--- src/rtl/ppu_out_packer.sv ---
// Packs the PPU uint8 activation stream into little-endian 32-bit GLB words.
// A held write request with byte enables waits for glb_ready; trailing partial words are masked.
module ppu_out_packer #(
  parameter int ADDR_W = 16
) (
  input  logic              clk,
  input  logic              rst_n,
  input  logic              start,
  input  logic [ADDR_W-1:0] base_addr,
  input  logic              in_valid,
  output logic              in_ready,
  input  logic [7:0]        in_data,
  input  logic              in_last,
  output logic              glb_we,
  input  logic              glb_ready,
  output logic [ADDR_W-1:0] glb_addr,
  output logic [31:0]       glb_wdata,
  output logic [3:0]        glb_bwe,
  output logic              busy,
  output logic              done
);

  // state  | meaning
  // IDLE   | waiting for start, input closed
  // ACTIVE | accepting bytes, assembling words
  // DRAIN  | in_last seen, waiting for the final write to be accepted
  // DONE   | one-cycle completion pulse
  typedef enum logic [1:0] {
    S_IDLE   = 2'd0,
    S_ACTIVE = 2'd1,
    S_DRAIN  = 2'd2,
    S_DONE   = 2'd3
  } state_t;

  state_t            state, state_nxt;
  logic [ADDR_W-1:0] wr_ptr;
  logic [1:0]        lane_cnt;
  logic [31:0]       asm_data, asm_data_nxt;
  logic [3:0]        asm_be, asm_be_nxt;
  logic              in_hs, wr_hs, word_done;

  assign in_hs     = in_valid & in_ready;
  assign wr_hs     = glb_we & glb_ready;
  assign word_done = in_hs & ((lane_cnt == 2'd3) | in_last);

  always_ff @(posedge clk or negedge rst_n) begin
    if (!rst_n) state <= S_IDLE;
    else        state <= state_nxt;
  end

  always_comb begin
    state_nxt = state;
    case (state)
      S_IDLE:   if (start) state_nxt = S_ACTIVE;
      S_ACTIVE: if (in_hs && in_last) state_nxt = S_DRAIN;
      S_DRAIN:  if (!glb_we || glb_ready) state_nxt = S_DONE;
      S_DONE:   state_nxt = S_IDLE;
      default:  state_nxt = S_IDLE;
    endcase
  end

  // in_ready depends on state and glb_ready only, never on in_valid
  always_comb begin
    in_ready = 1'b0;
    busy     = 1'b1;
    done     = 1'b0;
    case (state)
      S_IDLE:   busy = 1'b0;
      S_ACTIVE: in_ready = !glb_we || glb_ready;
      S_DONE:   done = 1'b1;
      default:  ;
    endcase
  end

  // Unfilled lanes stay zero because the assembly register clears after every word.
  always_comb begin
    asm_data_nxt = asm_data;
    asm_be_nxt   = asm_be;
    asm_data_nxt[8*lane_cnt +: 8] = in_data;
    asm_be_nxt[lane_cnt]          = 1'b1;
  end

  always_ff @(posedge clk or negedge rst_n) begin
    if (!rst_n) begin
      wr_ptr    <= '0;
      lane_cnt  <= '0;
      asm_data  <= '0;
      asm_be    <= '0;
      glb_we    <= 1'b0;
      glb_addr  <= '0;
      glb_wdata <= '0;
      glb_bwe   <= '0;
    end else begin
      if (state == S_IDLE && start) begin
        wr_ptr   <= base_addr;
        lane_cnt <= '0;
        asm_data <= '0;
        asm_be   <= '0;
      end
      if (in_hs) begin
        if (word_done) begin
          glb_wdata <= asm_data_nxt;
          glb_bwe   <= asm_be_nxt;
          glb_addr  <= wr_ptr;
          wr_ptr    <= wr_ptr + ADDR_W'(1);
          asm_data  <= '0;
          asm_be    <= '0;
          lane_cnt  <= '0;
        end else begin
          asm_data  <= asm_data_nxt;
          asm_be    <= asm_be_nxt;
          lane_cnt  <= lane_cnt + 2'd1;
        end
      end
      // a word completing in the same cycle as acceptance keeps the request up
      if (word_done)  glb_we <= 1'b1;
      else if (wr_hs) glb_we <= 1'b0;
    end
  end

endmodule

--- config.mk ---
export PLATFORM = sky130hd
export DESIGN_NAME = ppu_out_packer
export DESIGN_NICKNAME = d
export VERILOG_FILES = /design/src/rtl/ppu_out_packer.sv
export SDC_FILE = /design/constraint.sdc
export NUM_CORES = 1
export LEC_CHECK = 0
export ABC_AREA = 1
export CORE_UTILIZATION = 35
export DETAILED_ROUTE_END_ITERATION = 8
export DONT_BUFFER_PORTS = 1
export SLEW_MARGIN = 20
export SYNTH_ARGS = -nofsm -noshare
export SYNTH_HDL_FRONTEND = slang
export SYNTH_SLANG_ARGS = --single-unit
export TNS_END_PERCENT = 30
--- constraint.sdc ---
create_clock -name clk -period 5.1 [get_ports clk]
set_clock_uncertainty 0.1 [all_clocks]
set_input_delay 1.02 -clock clk [delete_from_list [all_inputs] [get_ports clk]]
set_output_delay 1.02 -clock clk [all_outputs]
set_load 0.005 [all_outputs]
==> flow_summary.toml <==
[run_status]
status = "finished, violations left"
violations = "design-rule violations"

[route]
vias = 4189
dr.pass1.iters = 7
detail_route.wirelength_um = 12400
drt-initial-drc-count = 288
wl_per_cell_um = 14.8
viasPerCell = 5.00
drc_errors = 20
ant_nets = 0

[cts]
cts_max_level = 3
cts_buffer_depth = 2
clock_latency_ns = 0.35
clock-sinks = 109
post_cts_buffers = 0
root_buffer = "clkbuf_16"
path_clk_slew_ns = 0.07
cts_hold_buf = 0
cts_buffers = 9
cts_tree = "done"
post_cts_resized = 0

[layout]
fin_cells = 838
nNetsFinal = 694
areaGrowthSynthToFinish_pct = 6.57
n_antenna_cell = 0
drive_gt1_frac = 0.0581

[floorplan]
start_util = 0.363
core_area_um2 = 14600
die-area_um2 = 15700
die_w_um = 125
pin_count = 86
rows = 44
fp.dieH_um = 125

[timing]
min_period_over_period = 0.593
slew-limit-headroom = 0.399
rsz0062_at_grt = "no"
hold_slack_ns = 0.262
timing.fmax_mhz = 331
tightest_slew_ns = 0.899
timing.final.ws_setup_ns = 2.08
setup_viol = 0
finalHoldViolCount = 0
fin_tns_setup_ns = 0
fin_crit_ns = 3.02
slew_violations = 0

[place]
dp_hpwl_um = 8550
place_congestion = 0.855
io_buffer_count = 0
dp_slack_ns = 1.91
dp.cells = 823

[setup_path]
critPathLaunchType = "flip-flop"
cp-startpoint = "lane_cnt[0]$_DFFE_PN0P_"
crit_type = "reg -> reg"
required_ns = 5.25
crit_fanout = 55
r2r-start = "lane_cnt[0]$_DFFE_PN0P_"
crit_arrival_ns = 3.18
end_kind = "flip-flop"

[logic_synthesis]
ys_types = 31
synth-seq-area-share = 0.514
syn-num-nets = 708
synth_cells = 664
synth.cell_area_um2 = 5310
yosys_warnings = 0
synth_area_per_cell_um2 = 8.00
ys_ff_latch = 109

[power_and_ir_drop]
power_w = 0.00286
ir_drop_mv = 0.228
power.leakage_nw = 2.83
power_density_nw_per_um2 = 506

[global_route]
grt_use_total = 0.166
grt_start_max_net_pins = 110
grt_pass1_vias = 4051
antenna_found_initial = 0
gr-total-overflow = 0
grt_pass1_wl_um = 20700

[job]
cap_violations = 0

[min_path]
holdCritPathClass = "in -> async"
worst paths after layout:
check                                           endpoint  slack (ns)  cells after the start
worst max register to register  glb_addr[10]$_DFFE_PN0P_        2.08                      8
worst min register to register   asm_data[0]$_DFFE_PN0P_        0.38                      2
worst max-delay path            glb_addr[10]$_DFFE_PN0P_        2.08                      8
worst min-delay path                 wr_ptr[2]$_DFF_PN0_        0.26                      0
max in group asynchronous       asm_data[20]$_DFFE_PN0P_        4.47                      0
min in group clk                 asm_data[0]$_DFFE_PN0P_        0.38                      2
final cells by class:
cell class                 instances  area, µm²
sequential                       109       2730
clock inverter                     3       18.8
inverter                          67        251
fill                            1530       8980
clock buffer                      12        256
multi-input combinational        461       2160
tap                              184        230
timing repair buffer               2       15.0
registers in the layout, indices dropped and copies added (netlist names):
register / flops
asm_data: 32
state: 2
glb_wdata: 32
glb_bwe: 4
wr_ptr: 16
glb_addr: 16
glb_we: 1
lane_cnt: 2
asm_be: 4
cells in the final DEF, fill, tap and decap left out:
cell,instances
nor2_2,2
xor2_1,4
ha_1,14
xnor2_1,1
inv_6,1
nor3_1,2
clkbuf_1,1
or2_2,2
clkbuf_16,9
o21ai_1,7
o21a_1,2
nand3_4,1
a21boi_0,1
inv_2,5
nor2_1,21
nand3_2,1
nand2_2,1
clkinv_1,1
inv_1,61
dfrtp_1,109
o21ai_0,49
o21ai_2,9
nand4_1,8
nand2_1,287
clkbuf_8,2
buf_4,2
o22ai_1,25
nor2_4,1
clkinv_2,2
nand3_1,19
o211ai_1,1
a21oi_1,3
per-stage QoR:
stage | instance area (µm²) | util
6_report | 5660 | 0.387
5_1_grt | 5660 | 0.387
4_1_cts | 5660 | 0.387
3_5_place_dp | 5390 | 0.368
3_3_place_gp | 5390 | 0.368
2_1_floorplan | 5310 | -
report_power, final:
| part | switching (W) | internal, W | total [W] |
|---|---|---|---|
| clock | 0.000300 | 0.000356 | 0.000656 |
| combinational | 0.000603 | 0.000275 | 0.000879 |
| sequential | 0.000221 | 0.00111 | 0.00133 |
| total | 0.00112 | 0.00174 | 0.00286 |
synthesized netlist by cell type, drive strengths merged:
cell type | number | area share
a21oi | 3 | 0.0028
nor2 | 24 | 0.019
nand3 | 21 | 0.023
dfrtp | 109 | 0.51
o21a | 2 | 0.0028
o21ai | 65 | 0.068
inv | 66 | 0.047
nand4 | 8 | 0.0094
or2 | 2 | 0.0024
ha | 14 | 0.033
xnor2 | 1 | 0.0016
nor3 | 2 | 0.0019
clkbuf | 5 | 0.0038
xor2 | 4 | 0.0066
buf | 22 | 0.029
o22ai | 25 | 0.029
a21boi | 1 | 0.0014
clkinv | 1 | 0.00071
o211ai | 1 | 0.0014
nand2 | 288 | 0.20
logic make-up after synthesis:
| logic type | synth area share |
|---|---|
| and+or+nand+nor | 0.260 |
| xor gates and xnor gates | 0.00824 |
| adders and majority gates | 0.0330 |
| buffers and inverters | 0.0796 |
| DFF | 0.514 |
| AOI/OAI and AO/OA | 0.106 |
per-layer routing:
| layer | vias up | wire length (µm) | track usage |
|---|---|---|---|
| met5 | - | 0 | 0 |
| met4 | 0 | 158 | 0.0445 |
| met3 | 12 | 978 | 0.0646 |
| met2 | 119 | 5750 | 0.266 |
| met1 | 2002 | 5530 | 0.209 |
| li1 | 2056 | - | - |
worst max-delay path: stages (launching register included):
cell and delay [ns]:
dfrtp_1 0.56, ha_1 0.32, nor2_2 0.22, nor2_4 0.06, buf_4 0.28, inv_2 0.70
buf_4 0.43, nand2_1 0.10, o21ai_0 0.08
Note: power is estimated with default switching activity, not from simulation.
